==> src/rtl/loop_branch_controller_pkg.sv <==
// Shared types and default sizes for the BeeF loop/branch controller.
//   br_state_t : controller state as exposed on br_state_o
//   PC_T       : program counter word
//   BYTE       : tape cell value
package loop_branch_controller_pkg;

  localparam int unsigned BR_PC_W        = 16;
  localparam int unsigned BR_STACK_DEPTH = 16;
  localparam int unsigned BR_NEST_W      = 8;
  localparam int unsigned BYTE_W         = 8;

  typedef enum logic [1:0] {
    BR_IDLE  = 2'd0,
    BR_SKIP  = 2'd1,
    BR_JUMP  = 2'd2,
    BR_FAULT = 2'd3
  } br_state_t;

  typedef logic [BR_PC_W-1:0] PC_T;
  typedef logic [BYTE_W-1:0]  BYTE;

  // Loop condition: a zero cell skips/leaves the loop.
  function automatic logic byte_is_zero(input BYTE b);
    return (b == BYTE'(0));
  endfunction

endpackage

==> src/rtl/loop_branch_controller_stack.sv <==
// LIFO of loop-open addresses.
//   push_i/pop_i : one entry per cycle; push when full / pop when empty are dropped
//   data_i       : address to push
//   top_o        : most recently pushed address (undefined when empty)
//   full_o       : occupancy == STACK_DEPTH
//   empty_o      : occupancy == 0
module loop_stack
  import loop_branch_controller_pkg::*;
#(
  parameter int unsigned STACK_DEPTH = BR_STACK_DEPTH,
  parameter int unsigned PC_W        = BR_PC_W
) (
  input  logic            clk,
  input  logic            rst_n,
  input  logic            push_i,
  input  logic            pop_i,
  input  logic [PC_W-1:0] data_i,
  output logic [PC_W-1:0] top_o,
  output logic            full_o,
  output logic            empty_o
);

  localparam int unsigned AW  = (STACK_DEPTH > 1) ? $clog2(STACK_DEPTH) : 1;
  // One extra bit so occupancy can reach STACK_DEPTH itself.
  localparam int unsigned SPW = AW + 1;

  logic [SPW-1:0]  sp_q, sp_d;
  logic [PC_W-1:0] mem_q [STACK_DEPTH];
  logic [AW-1:0]   wr_idx;
  logic [AW-1:0]   top_idx;

  assign full_o  = (sp_q == SPW'(STACK_DEPTH));
  assign empty_o = (sp_q == SPW'(0));
  assign wr_idx  = sp_q[AW-1:0];
  // At full occupancy wr_idx wraps to 0, so wr_idx-1 still names the last slot.
  assign top_idx = wr_idx - AW'(1);
  assign top_o   = mem_q[top_idx];

  // Occupancy update.
  always_comb begin
    sp_d = sp_q;
    if (push_i && !full_o) begin
      sp_d = sp_q + SPW'(1);
    end else if (pop_i && !empty_o) begin
      sp_d = sp_q - SPW'(1);
    end
  end

  always_ff @(posedge clk or negedge rst_n) begin
    if (!rst_n) begin
      sp_q <= '0;
    end else begin
      sp_q <= sp_d;
    end
  end

  // Storage carries no reset; entries are only read below the stack pointer.
  always_ff @(posedge clk) begin
    if (push_i && !full_o) begin
      mem_q[wr_idx] <= data_i;
    end
  end

endmodule

==> src/rtl/loop_branch_controller.sv <==
// PC redirection for BeeF '[' / ']' instructions.
//   instr_valid_i/op_open_i/op_close_i : decoded instruction from the decoder
//   prog_end_i  : fetch ran past the last program byte
//   pc_i        : address of the presented instruction
//   acc_i       : current cell value
//   pc_load_o   : one-cycle strobe, PC unit loads pc_target_o
//   pc_target_o : jump destination (loop-open address + 1)
//   core_stall_o: core must not execute the presented instruction
//   fault_o     : sticky error (overflow, underflow, unmatched '[', bad decode)
//   br_state_o  : current controller state
module loop_branch_controller
  import loop_branch_controller_pkg::*;
#(
  parameter int unsigned PC_W        = BR_PC_W,
  parameter int unsigned STACK_DEPTH = BR_STACK_DEPTH,
  parameter int unsigned NEST_W      = BR_NEST_W
) (
  input  logic            clk,
  input  logic            rst_n,
  input  logic            instr_valid_i,
  input  logic            op_open_i,
  input  logic            op_close_i,
  input  logic            prog_end_i,
  input  logic [PC_W-1:0] pc_i,
  input  BYTE             acc_i,
  output logic            pc_load_o,
  output logic [PC_W-1:0] pc_target_o,
  output logic            core_stall_o,
  output logic            fault_o,
  output br_state_t       br_state_o
);

  br_state_t         state_q, state_d;
  logic [NEST_W-1:0] nest_q, nest_d;
  logic [PC_W-1:0]   target_q, target_d;
  logic              pc_load_q, core_stall_q, fault_q;

  logic              acc_zero;
  logic              stk_push, stk_pop;
  logic [PC_W-1:0]   stk_top;
  logic              stk_full, stk_empty;

  assign acc_zero = byte_is_zero(acc_i);

  loop_stack #(
    .STACK_DEPTH (STACK_DEPTH),
    .PC_W        (PC_W)
  ) u_stack (
    .clk     (clk),
    .rst_n   (rst_n),
    .push_i  (stk_push),
    .pop_i   (stk_pop),
    .data_i  (pc_i),
    .top_o   (stk_top),
    .full_o  (stk_full),
    .empty_o (stk_empty)
  );

  // Next-state, nesting counter, jump target and stack controls.
  always_comb begin
    state_d  = state_q;
    nest_d   = nest_q;
    target_d = target_q;
    stk_push = 1'b0;
    stk_pop  = 1'b0;

    unique case (state_q)
      BR_IDLE: begin
        if (instr_valid_i) begin
          if (op_open_i && op_close_i) begin
            state_d = BR_FAULT;
          end else if (op_open_i) begin
            if (acc_zero) begin
              nest_d  = NEST_W'(1);
              state_d = BR_SKIP;
            end else if (stk_full) begin
              state_d = BR_FAULT;
            end else begin
              stk_push = 1'b1;
            end
          end else if (op_close_i) begin
            if (stk_empty) begin
              state_d = BR_FAULT;
            end else if (!acc_zero) begin
              // Loop again: jump just past the matching '[', which stays stacked.
              target_d = stk_top + PC_W'(1);
              state_d  = BR_JUMP;
            end else begin
              stk_pop = 1'b1;
            end
          end
        end
      end

      BR_SKIP: begin
        // Running off the end of the program beats whatever is presented.
        if (prog_end_i) begin
          state_d = BR_FAULT;
        end else if (instr_valid_i && op_open_i && !op_close_i) begin
          if (nest_q == {NEST_W{1'b1}}) begin
            state_d = BR_FAULT;
          end else begin
            nest_d = nest_q + NEST_W'(1);
          end
        end else if (instr_valid_i && op_close_i && !op_open_i) begin
          nest_d = nest_q - NEST_W'(1);
          if (nest_q == NEST_W'(1)) begin
            state_d = BR_IDLE;
          end
        end
      end

      BR_JUMP: begin
        state_d = BR_IDLE;
      end

      BR_FAULT: begin
        state_d = BR_FAULT;
      end

      default: begin
        state_d = BR_FAULT;
      end
    endcase
  end

  // State and registered outputs, all decoded from the next state.
  always_ff @(posedge clk or negedge rst_n) begin
    if (!rst_n) begin
      state_q      <= BR_IDLE;
      nest_q       <= '0;
      target_q     <= '0;
      pc_load_q    <= 1'b0;
      core_stall_q <= 1'b0;
      fault_q      <= 1'b0;
    end else begin
      state_q      <= state_d;
      nest_q       <= nest_d;
      target_q     <= target_d;
      pc_load_q    <= (state_d == BR_JUMP);
      core_stall_q <= (state_d != BR_IDLE);
      fault_q      <= (state_d == BR_FAULT);
    end
  end

  assign pc_load_o    = pc_load_q;
  assign pc_target_o  = target_q;
  assign core_stall_o = core_stall_q;
  assign fault_o      = fault_q;
  assign br_state_o   = state_q;

endmodule
==> config.mk <==
export PLATFORM = sky130hd
export DESIGN_NAME = loop_branch_controller
export DESIGN_NICKNAME = d
export VERILOG_FILES = /design/src/rtl/loop_branch_controller_pkg.sv /design/src/rtl/loop_branch_controller_stack.sv /design/src/rtl/loop_branch_controller.sv
export SDC_FILE = /design/constraint.sdc
export NUM_CORES = 1
export LEC_CHECK = 0
export CAP_MARGIN = 10
export CORE_MARGIN = 2
export CORE_UTILIZATION = 30
export DETAILED_ROUTE_END_ITERATION = 12
export PLACE_DENSITY = 0.57
export SYNTH_ARGS = -nofsm -noshare
export SYNTH_HDL_FRONTEND = slang
export SYNTH_HIERARCHICAL = 1
export SYNTH_SLANG_ARGS = --single-unit
==> constraint.sdc <==
create_clock -name clk -period 4.85 [get_ports clk]
set_input_delay 0.97 -clock clk [delete_from_list [all_inputs] [get_ports clk]]
set_output_delay 0.97 -clock clk [all_outputs]
set_load 0.02 [all_outputs]
After elaboration in Yosys (flattened, before gate mapping)
Memory sizes are Yosys's and may differ from the RTL's.
Index checks and enable logic that the tools add are counted.
{"block": "op_classes", "div": 0, "multipliers": 0, "shift": 0, "muxes": 40, "n_lt_le_gt_ge": 0, "n_bitwise": 4, "addsub": 6, "reduce_logical": 19, "n_eq_ne": 15}
{"operator": "8-bit 2-to-1 mux", "count": 8}
{"operator": "2-bit 2-to-1 mux", "count": 13}
{"operator": "16-bit by 1-bit adder with 16-bit output (second input constant)", "count": 1}
{"operator": "8-bit one-hot mux with 2 select lines", "count": 1}
{"operator": "1-bit 2-to-1 mux", "count": 15}
{"operator": "5-bit 2-to-1 mux", "count": 2}
{"operator": "2-bit != test (second input constant)", "count": 5}
{"operator": "8-bit by 1-bit adder with 8-bit output (second input constant)", "count": 1}
{"operator": "2-bit equality test (second input constant)", "count": 4}
{"operator": "8-bit by 1-bit equality test with 1-bit output (second input constant)", "count": 1}
{"operator": "8-bit equality test (second input constant)", "count": 1}
{"operator": "8-bit logical NOT", "count": 1}
{"operator": "2-bit one-hot mux with 4 select lines", "count": 1}
{"operator": "8-bit AND reduction", "count": 1}
{"operator": "8-bit by 1-bit subtractor with 8-bit output (second input constant)", "count": 1}
{"operator": "1-bit logical AND", "count": 7}
{"operator": "7-bit AND reduction", "count": 1}
{"operator": "3-bit != test (second input constant)", "count": 2}
{"operator": "2-bit nonzero test", "count": 3}
{"operator": "5-bit by 1-bit adder with 5-bit output (second input constant)", "count": 1}
{"operator": "5-bit equality test (second input constant)", "count": 1}
{"operator": "5-bit logical NOT", "count": 1}
{"operator": "5-bit by 1-bit subtractor with 5-bit output (second input constant)", "count": 1}
{"operator": "1-bit logical NOT", "count": 4}
{"operator": "other kinds (4)", "count": 7}
{"block": "word_totals", "reg_bits": 34, "n_memories": 1, "output_inout_bits": 21, "ram_bits": 256, "input_bits": 30, "romBits": 0, "latchBits": 0}
{"name": "u_stack.mem_q", "words": 16, "width": 16, "rd": 1, "rd_clocked_by_memory_dff": 0, "wr": 1, "line": "loop_branch_controller_stack.sv:28", "rtl": "logic [PC_W-1:0] mem_q [STACK_DEPTH];"}

Logic depth before layout (Yosys ltp)
{"block": "logic_depth", "word_depth": 11, "depth_mapped": 14}

Hierarchy
Netlist, hierarchy kept.
{"mod": "loop_stack", "area_per_inst_um2": 10415.0, "seq_area_each_um2": 7812.5, "n_inst": 1, "cells_each": 606}
{"mod": "loop_branch_controller", "area_per_inst_um2": 1824.2, "seq_area_each_um2": 725.7, "n_inst": 1, "cells_each": 193}

Worst setup path after synthesis
No wires, ideal clock.
{"block": "synth_path", "kind": "reg2reg", "start": "reg u_stack.sp_q[0]", "end": "mem u_stack/mem_q[1][0] (netlist name) (enable)", "setup_time_ns": 0.478, "path_buffers": 1, "setup_slack_ns": -0.057, "synth_period_minus_slack_ns": 4.907, "stages_incl_launch_ff": 10, "t_arrival_ns": 4.429, "required_ns": 4.372, "cell_sequence": "dfrtp_1 -> buf_4 -> inv_1 -> ha_1 -> nor3b_1 -> nand2_1 -> inv_1 -> nor4b_1 -> nand2b_1 -> a2111oi_0"}
{"block": "synth_via", "elab_chain_len": 10, "elab_cells_between_ends": 11, "cone_classes": "eq/ne: 1; mux: 8; reduce/logical: 2"}
{"element": "start, declared", "line": "loop_branch_controller_stack.sv:27", "rtl": "logic [SPW-1:0] sp_q, sp_d;"}
{"element": "start signal, assigned", "line": "loop_branch_controller_stack.sv:53", "rtl": "sp_q <= sp_d;"}
{"element": "5-bit equality test", "line": "loop_branch_controller_stack.sv:32", "rtl": "assign full_o = (sp_q == SPW'(STACK_DEPTH));"}
{"element": "net stk_full", "line": "loop_branch_controller.sv:41", "rtl": "logic stk_full, stk_empty;"}
{"element": "1-bit 2-to-1 mux", "line": "loop_branch_controller.sv:76", "rtl": "end else if (stk_full) begin"}
{"element": "1-bit 2-to-1 mux", "line": "loop_branch_controller.sv:73", "rtl": "if (acc_zero) begin"}
{"element": "1-bit 2-to-1 mux", "line": "loop_branch_controller.sv:72", "rtl": "end else if (op_open_i) begin"}
{"element": "1-bit 2-to-1 mux", "line": "loop_branch_controller.sv:70", "rtl": "if (op_open_i && op_close_i) begin"}
{"element": "1-bit 2-to-1 mux", "line": "loop_branch_controller.sv:69", "rtl": "if (instr_valid_i) begin"}
{"element": "1-bit 2-to-1 mux", "line": "loop_branch_controller.sv:67", "rtl": "unique case (state_q)"}
{"element": "net stk_push", "line": "loop_branch_controller.sv:39", "rtl": "logic stk_push, stk_pop;"}
{"element": "1-bit logical AND", "line": "loop_branch_controller_stack.sv:59", "rtl": "if (push_i && !full_o) begin"}
{"element": "1-bit 2-to-1 mux", "line": "loop_branch_controller_stack.sv:59"}
{"element": "1-bit 2-to-1 mux (implied by the code)", "line": "loop_branch_controller_stack.sv:60", "rtl": "mem_q[wr_idx] <= data_i;"}
{"element": "end, declared", "line": "loop_branch_controller_stack.sv:28"}
The timed path passes the listed nets, and every way through them passes these cells.

Worst setup path in the final report
{"block": "layout_path", "start": "reg u_stack.sp_q[1]", "end": "reg target_q[8], in the netlist pc_target_o[8]"}
{"block": "layout_via", "elab_chain_len": 3, "elab_cells_between_ends": 6, "cone_classes": "add/sub: 2; bitwise: 1; reduce/logical: 2; memory: 1"}
{"element": "4-bit by 1-bit subtractor with 4-bit output", "line": "loop_branch_controller_stack.sv:36", "rtl": "assign top_idx = wr_idx - AW'(1);"}
{"element": "memory 16 x 16 bit"}
{"element": "net stk_top[1]", "line": "loop_branch_controller.sv:40", "rtl": "logic [PC_W-1:0] stk_top;"}
{"element": "16-bit by 1-bit adder with 16-bit output", "line": "loop_branch_controller.sv:86", "rtl": "target_d = stk_top + PC_W'(1);"}
{"element": "end signal, assigned", "line": "loop_branch_controller.sv:139", "rtl": "target_q <= target_d;"}
{"element": "end, declared", "line": "loop_branch_controller.sv:35", "rtl": "logic [PC_W-1:0] target_q, target_d;"}
The timed path passes the listed nets, and every way through them passes these cells.
A chain may end at the register's enable or synchronous reset.

==> results.txt <==
number of nets at the end of the flow -> 920
clock share of power -> 24.8%
Num CTS Buffers -> 31
global route overflow -> 0
die area -> 42,400 µm²
largest family of logic cells by synthesized area -> simple AND/OR/NAND/NOR gates
Combinational Power Share -> 41.8%
GRT Overall Usage -> 12.9%
Post-Syn Area per Cell -> 15.3 µm²
vias post-DR -> 6,942
Setup Skew -> 9.23 ps
VDD IR max -> 0.000273 V
I/O pin count -> 51
Post-synth ARST share -> 11.7%
Post-synth EDFFs -> 256
Cells after Synth -> 799
power per cell area -> 618 nW/µm²
Most common cell on crit path -> ha_1
part of the Yosys area used for sequential elements -> 69.8%
setup bufs post-CTS -> 0
clk_lat worst skew -> 550 ps
num rows -> 73
final WL -> 27,100 µm
drt first pass iters -> 4
Sw Share -> 36.6%
Setup CP Type -> reg -> reg
mux contribution to synthesized area -> 9.04%
Yosys reg bits -> 290
Setup Viol. Count Final -> 0
max-cap viol count -> 0
clock period minus worst slack -> 3780 ps
critical path cell sequence -> inv_1, ha_1, xor2_4, buf_4, mux2i_1, a221oi_1, a32o_1, ha_1, and2_1, nand3_1, xor2_1, o21ai_0
fmax -> 264 MHz
Max clock buf depth -> 3
Internal -> 5.66 mW
Synth Area in Adders -> 1.39%
largest net degree at the start of global routing -> 49
DP Wirelength -> 16,600 µm
fin crit share -> 78.0%
Worst-Margin Slew -> 888 ps
cell leakage power -> 4.91 nW
Worst setup SP type -> flop
Slew Viols, Final -> 0
clock-pin slew on the worst setup and hold paths -> 60 ps
Max transition margin -> 40.8%
yosys synthesis warning count -> 6
CTS root buf -> clkbuf_16
Initial Util -> 30.6%
I/O Buffers -> 50
Sequential Power Share -> 33.4%
DRC viols -> 0
Max Fanout on Critical Path -> 20
Core ar. -> 40,000 µm²
initial antenna violation count -> 0
CP delay by family, top -> compound AO/OA/AOI/OAI gates
synthesis-to-layout area growth -> 18.1%
clk sink count -> 290
RSZ-0062 raised after global routing -> no
die width -> 206 µm
Place WS -> 990 ps
share of cells above drive strength 1 -> 14.4%
Crit path arrival time -> 4250 ps
Synth Flop Type -> edfxtp_1
synthesized area -> 12,200 µm²
CP Buf/Inv Count -> 2
CP max-delay cell -> xor2_4
CTS tree -> yes
synth unique cells -> 67
Hold Fails Final Rpt -> 0
antenna-violating nets left -> 0
vias in the first global route -> 6,910
DRT iter0 DRCs -> 511
compound-gate portion of the synthesized area -> 5.95%
hold-fix buffer count after cts -> 0
switching power -> 3.28 mW
ANT cells -> 0
setup total negative slack -> 0 ps
die height -> 206 µm
Critical Path Max Stage Delay -> 670 ps
post-DR vias/cell -> 4.87
GP Congestion -> 0.787
global-route wire length before repair -> 41,700 µm
Worst EP required -> 5320 ps
Mapped Nets -> 842
final setup margin -> 1070 ps
H-Tree Depth -> 1
Hold Path Class -> reg -> reg
number of gates resized after cts -> 0
status -> completed
Crit. End Element -> flop
area share of and/or/nand/nor cells after synthesis -> 10.1%
Post-Synth XOR/XNOR Area -> 1.66%
per-cell routed wire length -> 19.0 µm
## layout make-up
class | count | area (µm²)
clock inverters | 10 | 97.6
repair buffers | 85 | 771
inverters | 13 | 48.8
flip-flops and latches | 290 | 8540
fillers | 3805 | 25600
well taps | 525 | 657
multi-input cells | 456 | 3490
clock buffers | 47 | 856
## final timing paths
path                                                    end  cells after the start  slack (ps)                         from
max in group asynchronous       u_stack/sp_q[0]$_DFFE_PN0P_                      1        3730                        rst_n
worst max-delay path             pc_target_o[8]$_DFFE_PN0P_                     12        1070  u_stack/sp_q[1]$_DFFE_PN0P_
worst max register to register   pc_target_o[8]$_DFFE_PN0P_                     12        1070  u_stack/sp_q[1]$_DFFE_PN0P_
min in group asynchronous                 fault_o$_DFF_PN0_                      1         530                        rst_n
worst min register to register   pc_target_o[5]$_DFFE_PN0P_                      2         470   pc_target_o[5]$_DFFE_PN0P_
worst min-delay path             pc_target_o[5]$_DFFE_PN0P_                      2         470   pc_target_o[5]$_DFFE_PN0P_
## sequential cells by signal, indices dropped and copies added, names as in the netlist
| name | count |
|---|---|
| fault_o | 1 |
| core_stall_o | 1 |
| u_stack/mem_q | 256 |
| pc_target_o | 16 |
| nest_q | 8 |
| br_state_o | 2 |
| pc_load_o | 1 |
| u_stack/sp_q | 5 |
## cell usage in the layout (no fill, tap or decap), types with 10 or more instances in the layout
cell type        synthesis  layout
a32o_1                  16      16
nand2_1                149     149
clkbuf_1                12      14
buf_4                    3      34
clkbuf_16                0      31
ha_1                    12      12
edfxtp_1               256     256
clkdlybuf4s50_1          0      49
mux2i_1                 34      34
mux4_2                  32      32
inv_1                   13      13
xor2_1                  11      10
nor2_1                  24      24
a221oi_1                17      17
o21ai_0                 15      15
nand3_1                 39      39
dfrtp_1                 34      33
## power by group through the flow
stage	sequential [mW]	combinational [mW]	clock, mW
2_1_floorplan	3.08	2.53	0
3_3_place_gp	3.04	3.73	0
3_5_place_dp	3.04	3.74	0
4_1_cts	2.99	3.77	2.27
5_1_grt	3.01	4.11	2.37
6_report	2.99	3.73	2.22
## kinds of logic after synthesis
family,count (synthesis)
XOR/XNOR,21
multiplexers,70
AND/OR/NAND/NOR,262
flip-flops,290
AO/OA/AOI/OAI,90
buffers and inverters,53
adder cells (fa/ha/maj),13
## worst register-to-register path, stage by stage, from the launching register on
cell and delay, ps:
dfrtp_1 460, inv_1 130, ha_1 310, xor2_4 670, buf_4 340, mux2i_1 100
a221oi_1 360, a32o_1 360, ha_1 300, and2_1 260, nand3_1 120, xor2_1 160
o21ai_0 150
## metrics by stage
| step | power (mW) | instance area [µm²] | hold WS, ps | std cells | utilization (%) |
|---|---|---|---|---|---|
| 6_report | 8.94 | 14500 | 473 | 1426 | 36.1 |
| 5_1_grt | 9.50 | 14500 | 504 | 1426 | 36.1 |
| 4_1_cts | 9.03 | 14500 | 481 | 1426 | 36.1 |
| 3_5_place_dp | 6.79 | 13500 | 469 | 1369 | 33.7 |
| 3_3_place_gp | 6.77 | 13500 | 464 | 1369 | 33.7 |
| 2_1_floorplan | 5.60 | 12200 | 480 | 799 | - |
## cell usage after synthesis (all sizes together) (12+ instances only)
library cell	number	share of area [%]
xor2	12	1.0
inv	13	0.40
ha	12	1.2
buf	28	1.3
o21ai	17	0.70
dfrtp	34	7.0
mux4	32	5.9
a32o	16	1.3
nand2	149	4.6
nand3	39	1.6
mux2i	34	2.8
edfxtp	256	63
nor2	24	0.74
a221oi	17	1.2
clkbuf	12	0.37
## layer usage
metal / part of all wire [%] / GRT usage [%] / wire, µm
met5: 0 / 0 / 0
met4: 1.6 / 3.21 / 425
met3: 4.5 / 1.89 / 1220
met2: 47 / 20.6 / 12600
met1: 47 / 18.5 / 12800
(Power assumes the default switching activity.)
